### config.mk
export PLATFORM = sky130hd
export DESIGN_NAME = seq_scan_arbiter_flat
export DESIGN_NICKNAME = d
export VERILOG_FILES = /design/src/rtl/seq_scan_arbiter_if.sv /design/src/rtl/seq_scan_arbiter.sv /design/src/flat_wrapper.sv
export SDC_FILE = /design/constraint.sdc
export NUM_CORES = 1
export LEC_CHECK = 0
export CAP_MARGIN = 20
export CORE_ASPECT_RATIO = 0.6
export CORE_UTILIZATION = 55
export DETAILED_ROUTE_END_ITERATION = 8
export PLACE_DENSITY = 0.84
export REMOVE_ABC_BUFFERS = 1
export SETUP_SLACK_MARGIN = 0.2
export SYNTH_ARGS = -nofsm -noshare
export SYNTH_HDL_FRONTEND = slang
export SYNTH_SLANG_ARGS = --single-unit
### constraint.sdc
create_clock -name i_clk -period 4.1 [get_ports i_clk]
set_input_delay 1.23 -clock i_clk [delete_from_list [all_inputs] [get_ports i_clk]]
set_output_delay 1.23 -clock i_clk [all_outputs]
set_load 0.02 [all_outputs]
### src/rtl/seq_scan_arbiter_if.sv
// rtl/seq_scan_arbiter_if.sv - requester, pattern and result signals of the scan arbiter
interface seq_scan_arbiter_if #(
   parameter int P_DATA_W = 8,
   parameter int P_PAT_W  = 4,
   parameter int P_CNT_W  = 4
);
   logic                i_req0_valid;
   logic [P_DATA_W-1:0] i_req0_data;
   logic                o_req0_ready;
   logic                i_req1_valid;
   logic [P_DATA_W-1:0] i_req1_data;
   logic                o_req1_ready;
   logic [P_PAT_W-1:0]  i_pattern;
   logic                o_x;
   logic                o_x_valid;
   logic                o_busy;
   logic                o_done;
   logic                o_done_id;
   logic [P_CNT_W-1:0]  o_match_cnt;

   modport master (
      output i_req0_valid, i_req0_data, i_req1_valid, i_req1_data, i_pattern,
      input  o_req0_ready, o_req1_ready, o_x, o_x_valid, o_busy, o_done, o_done_id, o_match_cnt
   );

   modport slave (
      input  i_req0_valid, i_req0_data, i_req1_valid, i_req1_data, i_pattern,
      output o_req0_ready, o_req1_ready, o_x, o_x_valid, o_busy, o_done, o_done_id, o_match_cnt
   );
endinterface

### src/rtl/seq_scan_arbiter.sv
// rtl/seq_scan_arbiter.sv - round-robin scheduler feeding one serial pattern-count lane
module seq_scan_arbiter #(
   parameter int P_DATA_W = 8,
   parameter int P_PAT_W  = 4,
   parameter int P_CNT_W  = 4
) (
   input  logic                 i_clk,
   input  logic                 i_rst,
   seq_scan_arbiter_if.slave    bus
);
   localparam int FILL_W = $clog2(P_PAT_W + 1);
   localparam int IDX_W  = $clog2(P_DATA_W + 1);

   typedef enum logic [1:0] {S_IDLE, S_SHIFT, S_DONE} state_t;

   state_t              state_q;
   logic [P_DATA_W-1:0] sh_q;
   logic [P_PAT_W-2:0]  hist_q;
   logic [FILL_W-1:0]   fill_q;
   logic [IDX_W-1:0]    idx_q;
   logic [P_CNT_W-1:0]  cnt_q;
   logic [P_CNT_W-1:0]  cnt_d;
   logic [P_PAT_W-1:0]  pat_q;
   logic                id_q;
   logic                last_q;
   logic                busy_q;
   logic                x_valid_q;
   logic                done_q;
   logic                done_id_q;
   logic [P_CNT_W-1:0]  match_cnt_q;

   logic                any_valid;
   logic                gnt_id;
   logic                bit_x;
   logic [P_PAT_W-1:0]  window;
   logic                hit;

   // last_q names the most recently served requester; with both valid the other one wins
   assign any_valid = bus.i_req0_valid | bus.i_req1_valid;
   assign gnt_id    = (bus.i_req0_valid & bus.i_req1_valid) ? ~last_q : bus.i_req1_valid;

   assign bit_x  = sh_q[P_DATA_W-1];
   assign window = {hist_q, bit_x};
   assign hit    = (fill_q >= FILL_W'(P_PAT_W - 1)) && (window == pat_q);
   assign cnt_d  = (hit && (cnt_q != '1)) ? cnt_q + P_CNT_W'(1) : cnt_q;

   assign bus.o_req0_ready = (state_q == S_IDLE) & bus.i_req0_valid & ~gnt_id;
   assign bus.o_req1_ready = (state_q == S_IDLE) & bus.i_req1_valid & gnt_id;
   assign bus.o_x          = bit_x;
   assign bus.o_x_valid    = x_valid_q;
   assign bus.o_busy       = busy_q;
   assign bus.o_done       = done_q;
   assign bus.o_done_id    = done_id_q;
   assign bus.o_match_cnt  = match_cnt_q;

   always_ff @(posedge i_clk or posedge i_rst) begin
      if (i_rst) begin
         state_q     <= S_IDLE;
         sh_q        <= '0;
         hist_q      <= '0;
         fill_q      <= '0;
         idx_q       <= '0;
         cnt_q       <= '0;
         pat_q       <= '0;
         id_q        <= 1'b0;
         last_q      <= 1'b1;
         busy_q      <= 1'b0;
         x_valid_q   <= 1'b0;
         done_q      <= 1'b0;
         done_id_q   <= 1'b0;
         match_cnt_q <= '0;
      end else begin
         done_q <= 1'b0;
         case (state_q)
            S_IDLE: begin
               if (any_valid) begin
                  sh_q      <= gnt_id ? bus.i_req1_data : bus.i_req0_data;
                  pat_q     <= bus.i_pattern;
                  id_q      <= gnt_id;
                  hist_q    <= '0;
                  fill_q    <= '0;
                  idx_q     <= '0;
                  cnt_q     <= '0;
                  busy_q    <= 1'b1;
                  x_valid_q <= 1'b1;
                  state_q   <= S_SHIFT;
               end
            end
            S_SHIFT: begin
               sh_q   <= sh_q << 1;
               hist_q <= window[P_PAT_W-2:0];
               if (fill_q != FILL_W'(P_PAT_W)) begin
                  fill_q <= fill_q + FILL_W'(1);
               end
               cnt_q <= cnt_d;
               idx_q <= idx_q + IDX_W'(1);
               // cnt_d already includes a match completed by the final bit
               if (idx_q == IDX_W'(P_DATA_W - 1)) begin
                  x_valid_q   <= 1'b0;
                  done_q      <= 1'b1;
                  done_id_q   <= id_q;
                  match_cnt_q <= cnt_d;
                  state_q     <= S_DONE;
               end
            end
            S_DONE: begin
               last_q  <= id_q;
               busy_q  <= 1'b0;
               state_q <= S_IDLE;
            end
            default: state_q <= S_IDLE;
         endcase
      end
   end
endmodule

### src/flat_wrapper.sv
// flat-port wrapper written by rule: the top's interface ports become plain ports
module seq_scan_arbiter_flat 
#(
   parameter int P_DATA_W = 8,
   parameter int P_PAT_W  = 4,
   parameter int P_CNT_W  = 4
)
  (i_clk, i_rst, bus_i_req0_valid, bus_i_req0_data, bus_i_req1_valid, bus_i_req1_data, bus_i_pattern, bus_o_req0_ready, bus_o_req1_ready, bus_o_x, bus_o_x_valid, bus_o_busy, bus_o_done, bus_o_done_id, bus_o_match_cnt);
  seq_scan_arbiter_if #(.P_DATA_W(P_DATA_W), .P_PAT_W(P_PAT_W), .P_CNT_W(P_CNT_W)) bus_i ();
  input  logic i_clk;
  input  logic i_rst;
  input wire logic [$bits(bus_i.i_req0_valid)-1:0] bus_i_req0_valid;
  input wire logic [$bits(bus_i.i_req0_data)-1:0] bus_i_req0_data;
  input wire logic [$bits(bus_i.i_req1_valid)-1:0] bus_i_req1_valid;
  input wire logic [$bits(bus_i.i_req1_data)-1:0] bus_i_req1_data;
  input wire logic [$bits(bus_i.i_pattern)-1:0] bus_i_pattern;
  output wire logic [$bits(bus_i.o_req0_ready)-1:0] bus_o_req0_ready;
  output wire logic [$bits(bus_i.o_req1_ready)-1:0] bus_o_req1_ready;
  output wire logic [$bits(bus_i.o_x)-1:0] bus_o_x;
  output wire logic [$bits(bus_i.o_x_valid)-1:0] bus_o_x_valid;
  output wire logic [$bits(bus_i.o_busy)-1:0] bus_o_busy;
  output wire logic [$bits(bus_i.o_done)-1:0] bus_o_done;
  output wire logic [$bits(bus_i.o_done_id)-1:0] bus_o_done_id;
  output wire logic [$bits(bus_i.o_match_cnt)-1:0] bus_o_match_cnt;
  assign bus_i.i_req0_valid = bus_i_req0_valid;
  assign bus_i.i_req0_data = bus_i_req0_data;
  assign bus_i.i_req1_valid = bus_i_req1_valid;
  assign bus_i.i_req1_data = bus_i_req1_data;
  assign bus_i.i_pattern = bus_i_pattern;
  assign bus_o_req0_ready = bus_i.o_req0_ready;
  assign bus_o_req1_ready = bus_i.o_req1_ready;
  assign bus_o_x = bus_i.o_x;
  assign bus_o_x_valid = bus_i.o_x_valid;
  assign bus_o_busy = bus_i.o_busy;
  assign bus_o_done = bus_i.o_done;
  assign bus_o_done_id = bus_i.o_done_id;
  assign bus_o_match_cnt = bus_i.o_match_cnt;
  seq_scan_arbiter #(.P_DATA_W(P_DATA_W), .P_PAT_W(P_PAT_W), .P_CNT_W(P_CNT_W)) u_core (.i_clk(i_clk), .i_rst(i_rst), .bus(bus_i));
endmodule
==> flow_metrics.env <==
export IMPL_power_density_nw_per_um2=685.6
export IMPL_final_cell_mix="nand2_1, dfrtp_1, clkdlybuf4s50_1"
export IMPL_maxSlewViolCount=0
export IMPL_async_flop_share=1.000
export IMPL_cp_start_kind="input port"
export IMPL_setup_tns_ns=0
export IMPL_hold_class="reg2reg"
export IMPL_insertion_delay_ns=0.29
export IMPL_synth_top_cell_by_area="dfrtp_1"
export IMPL_synthTopCellsByArea="dfrtp_1, nand2_1, a221o_1, ha_1, o21ai_0"
export IMPL_cts_resized=1
export IMPL_clk_pin_slew_ns=0.07
export IMPL_place_area_sq_um=2253
export IMPL_period_share=0.9353
export IMPL_avgSynthCellArea_sq_um=9.671
export IMPL_rrSetupSlack_ns=2.17
export IMPL_fin_area_sq_um=2331
export IMPL_hold_path_depth=2
export IMPL_worstPathMaxFanout=4
export IMPL_postCtsHoldBufs=0
export IMPL_grt_usage=0.2526
export IMPL_die_w_um=77.01
export IMPL_period_minus_slack_ns=3.835
export IMPL_synth_top_area_share=0.4987
export IMPL_r2r_cells=6
export IMPL_final_setup_worst_slack_ns=0.2653
export IMPL_grt_pass1_wl_um=6844
export IMPL_slew_headroom=0.6894
export IMPL_hold_start="u_core.bus.o_busy"
export IMPL_vias=1531
export IMPL_grt_use_met1=0.3103
export IMPL_syn_inst=192
export IMPL_p_leak_nw=1.061
export IMPL_place_ws_ns=0.08702
export IMPL_synth_cell_types=41
export IMPL_yosys_register_bits=38
export IMPL_cp_arrival_ns=2.60
export IMPL_drtIter0Drc=110
export IMPL_wl_per_cell_um=14.40
export IMPL_finalSetupViolations=0
export IMPL_top_usage_layer="met2"
export IMPL_rsz0062_at_grt="no"
export IMPL_fp_dieH_um=47.01
export IMPL_status="finished, final reports clean"
export IMPL_hold_end="u_core.bus.o_busy"
export IMPL_io_pins=35
export IMPL_fin_skew_ns=0.004246
export IMPL_grt_use_met3=0.08738
export IMPL_irDropWorstVdd_v=0.0004794
export IMPL_worstReg2RegEnd="u_core.bus.o_match_cnt[3]"
export IMPL_drtPass1Iterations=4
export IMPL_cts_tree="built"
export IMPL_startpoint="bus_i_req1_valid"
export IMPL_cts_inserted_buffers=5
export IMPL_hold_viol=0
export IMPL_ys_warn_count=0
export IMPL_viasPerCell=5.629
export IMPL_dieArea_sq_um=3620
export IMPL_fmaxAchievable_mhz=260.8
export IMPL_cp_required_ns=2.87
export IMPL_cts_buffer_depth=2
export IMPL_syn_area_sq_um=1857
export IMPL_endpoint_kind="output port"
export IMPL_fin_nets=259
export IMPL_ys_seq_area_frac=0.5128
export IMPL_drc_errors=0
export IMPL_initial_core_util=0.6107
export IMPL_hpwl_um=2860
export IMPL_postCtsSetupBuffers=0
export IMPL_met2_usage=0.4429
export IMPL_rows=15
export IMPL_coreArea_sq_um=3040
export IMPL_rr_startpoint="u_core.fill_q[0]"
export IMPL_place_congestion=0.7615
export IMPL_ys_flop_type="dfrtp_1"
export IMPL_num_antenna_cells=0
export IMPL_synth_edf_count=0
export IMPL_ant_nets=0
export IMPL_io_buffers=34
export IMPL_grt_max_degree=39
export IMPL_area_delta_synth_final_pct=25.54
export IMPL_worst_slew_pin_slew_ns=0.4659
export IMPL_crit_type="in2out"
export IMPL_cts_max_level=2
export IMPL_drive_gt1_frac=0.09565
export IMPL_grt_overflow=0
export IMPL_layout_commonest_cell="nand2_1"
export IMPL_cap_violations=0
export IMPL_antenna_found_initial=0
export IMPL_clock_sinks=38
export IMPL_grt_pass1_vias=1528
export IMPL_routed_wirelength_um=3918
export IMPL_root_buffer="clkbuf_8"
-- stage by stage --
stage,hold slack [ns],util,power [mW],instances
after global routing,0.5227,0.7667,1.727,272
after global placement,0.4598,0.7412,1.310,265
after CTS,0.5015,0.7667,1.599,272
final,0.4943,0.7667,1.598,272
after detailed placement,0.4860,0.7412,1.357,265
after floorplan,0.4483,-,1.104,182
-- power breakdown --
part	internal (mW)	switching [mW]	leakage, nW
combinational	0.310	0.398	0.549
clock	0.114	0.127	0.0438
sequential	0.529	0.119	0.469
total	0.954	0.645	1.06
-- cells in the mapped netlist, types with 3 or more instances --
master / number
ha_1: 5
nand4_1: 5
a31oi_1: 7
o21ai_0: 12
nand2_1: 40
mux2_2: 5
buf_2: 3
a221o_1: 7
nand3_1: 7
inv_1: 8
xnor2_1: 4
nor2_1: 9
dfrtp_1: 37
clkbuf_1: 6
a21oi_1: 8
-- final cells by class --
type | instances | area [sq um]
Sequential cell | 38 | 952.2
Multi-Input combinational cell | 135 | 822.0
Fill cell | 213 | 709.4
Timing Repair Buffer | 41 | 391.6
Clock buffer | 5 | 68.82
Tap cell | 42 | 52.55
Inverter | 9 | 33.78
Clock inverter | 2 | 10.01
-- sequential cells by signal, summed over array words and instances, names as in the netlist, 2 cells and up --
signal and count:
u_core.sh_q 8, u_core.bus.o_match_cnt 4, u_core.cnt_q 4, u_core.idx_q 4
u_core.pat_q 4, u_core.fill_q 3, u_core.hist_q 3, u_core.state_q 2
-- worst max-delay path by stage --
stage / end / depth (start not counted) / slack [ns]
CTS: bus_o_req0_ready / 4 / 0.25
detailed placement: bus_o_req1_ready / 4 / 0.09
global placement: bus_o_req1_ready / 4 / 0.12
floorplan: bus_o_req1_ready / 2 / 0.74
global route: bus_o_req0_ready / 4 / 0.22
finish: bus_o_req0_ready / 4 / 0.27
-- critical path: stages --
cell             delay (ns)
clkdlybuf4s50_1        0.54
a21boi_1               0.24
nor2_1                 0.06
clkdlybuf4s50_1        0.54
-- routing by layer --
layer | vias up | part of all wire
met5 | - | 0
met4 | 0 | 0.0084
met3 | 6 | 0.056
met2 | 43 | 0.45
met1 | 726 | 0.48
li1 | 756 | -
-- kinds of logic after synthesis --
family          after synthesis  share of synthesized area
buf+inv                      19                    0.04447
simple gates                 71                     0.1698
mux                           7                    0.04110
fa+ha+maj                     5                    0.03369
flops                        38                     0.5128
compound gates               48                     0.1793
xor+xnor                      4                    0.01887
(Power assumes the default switching activity.)
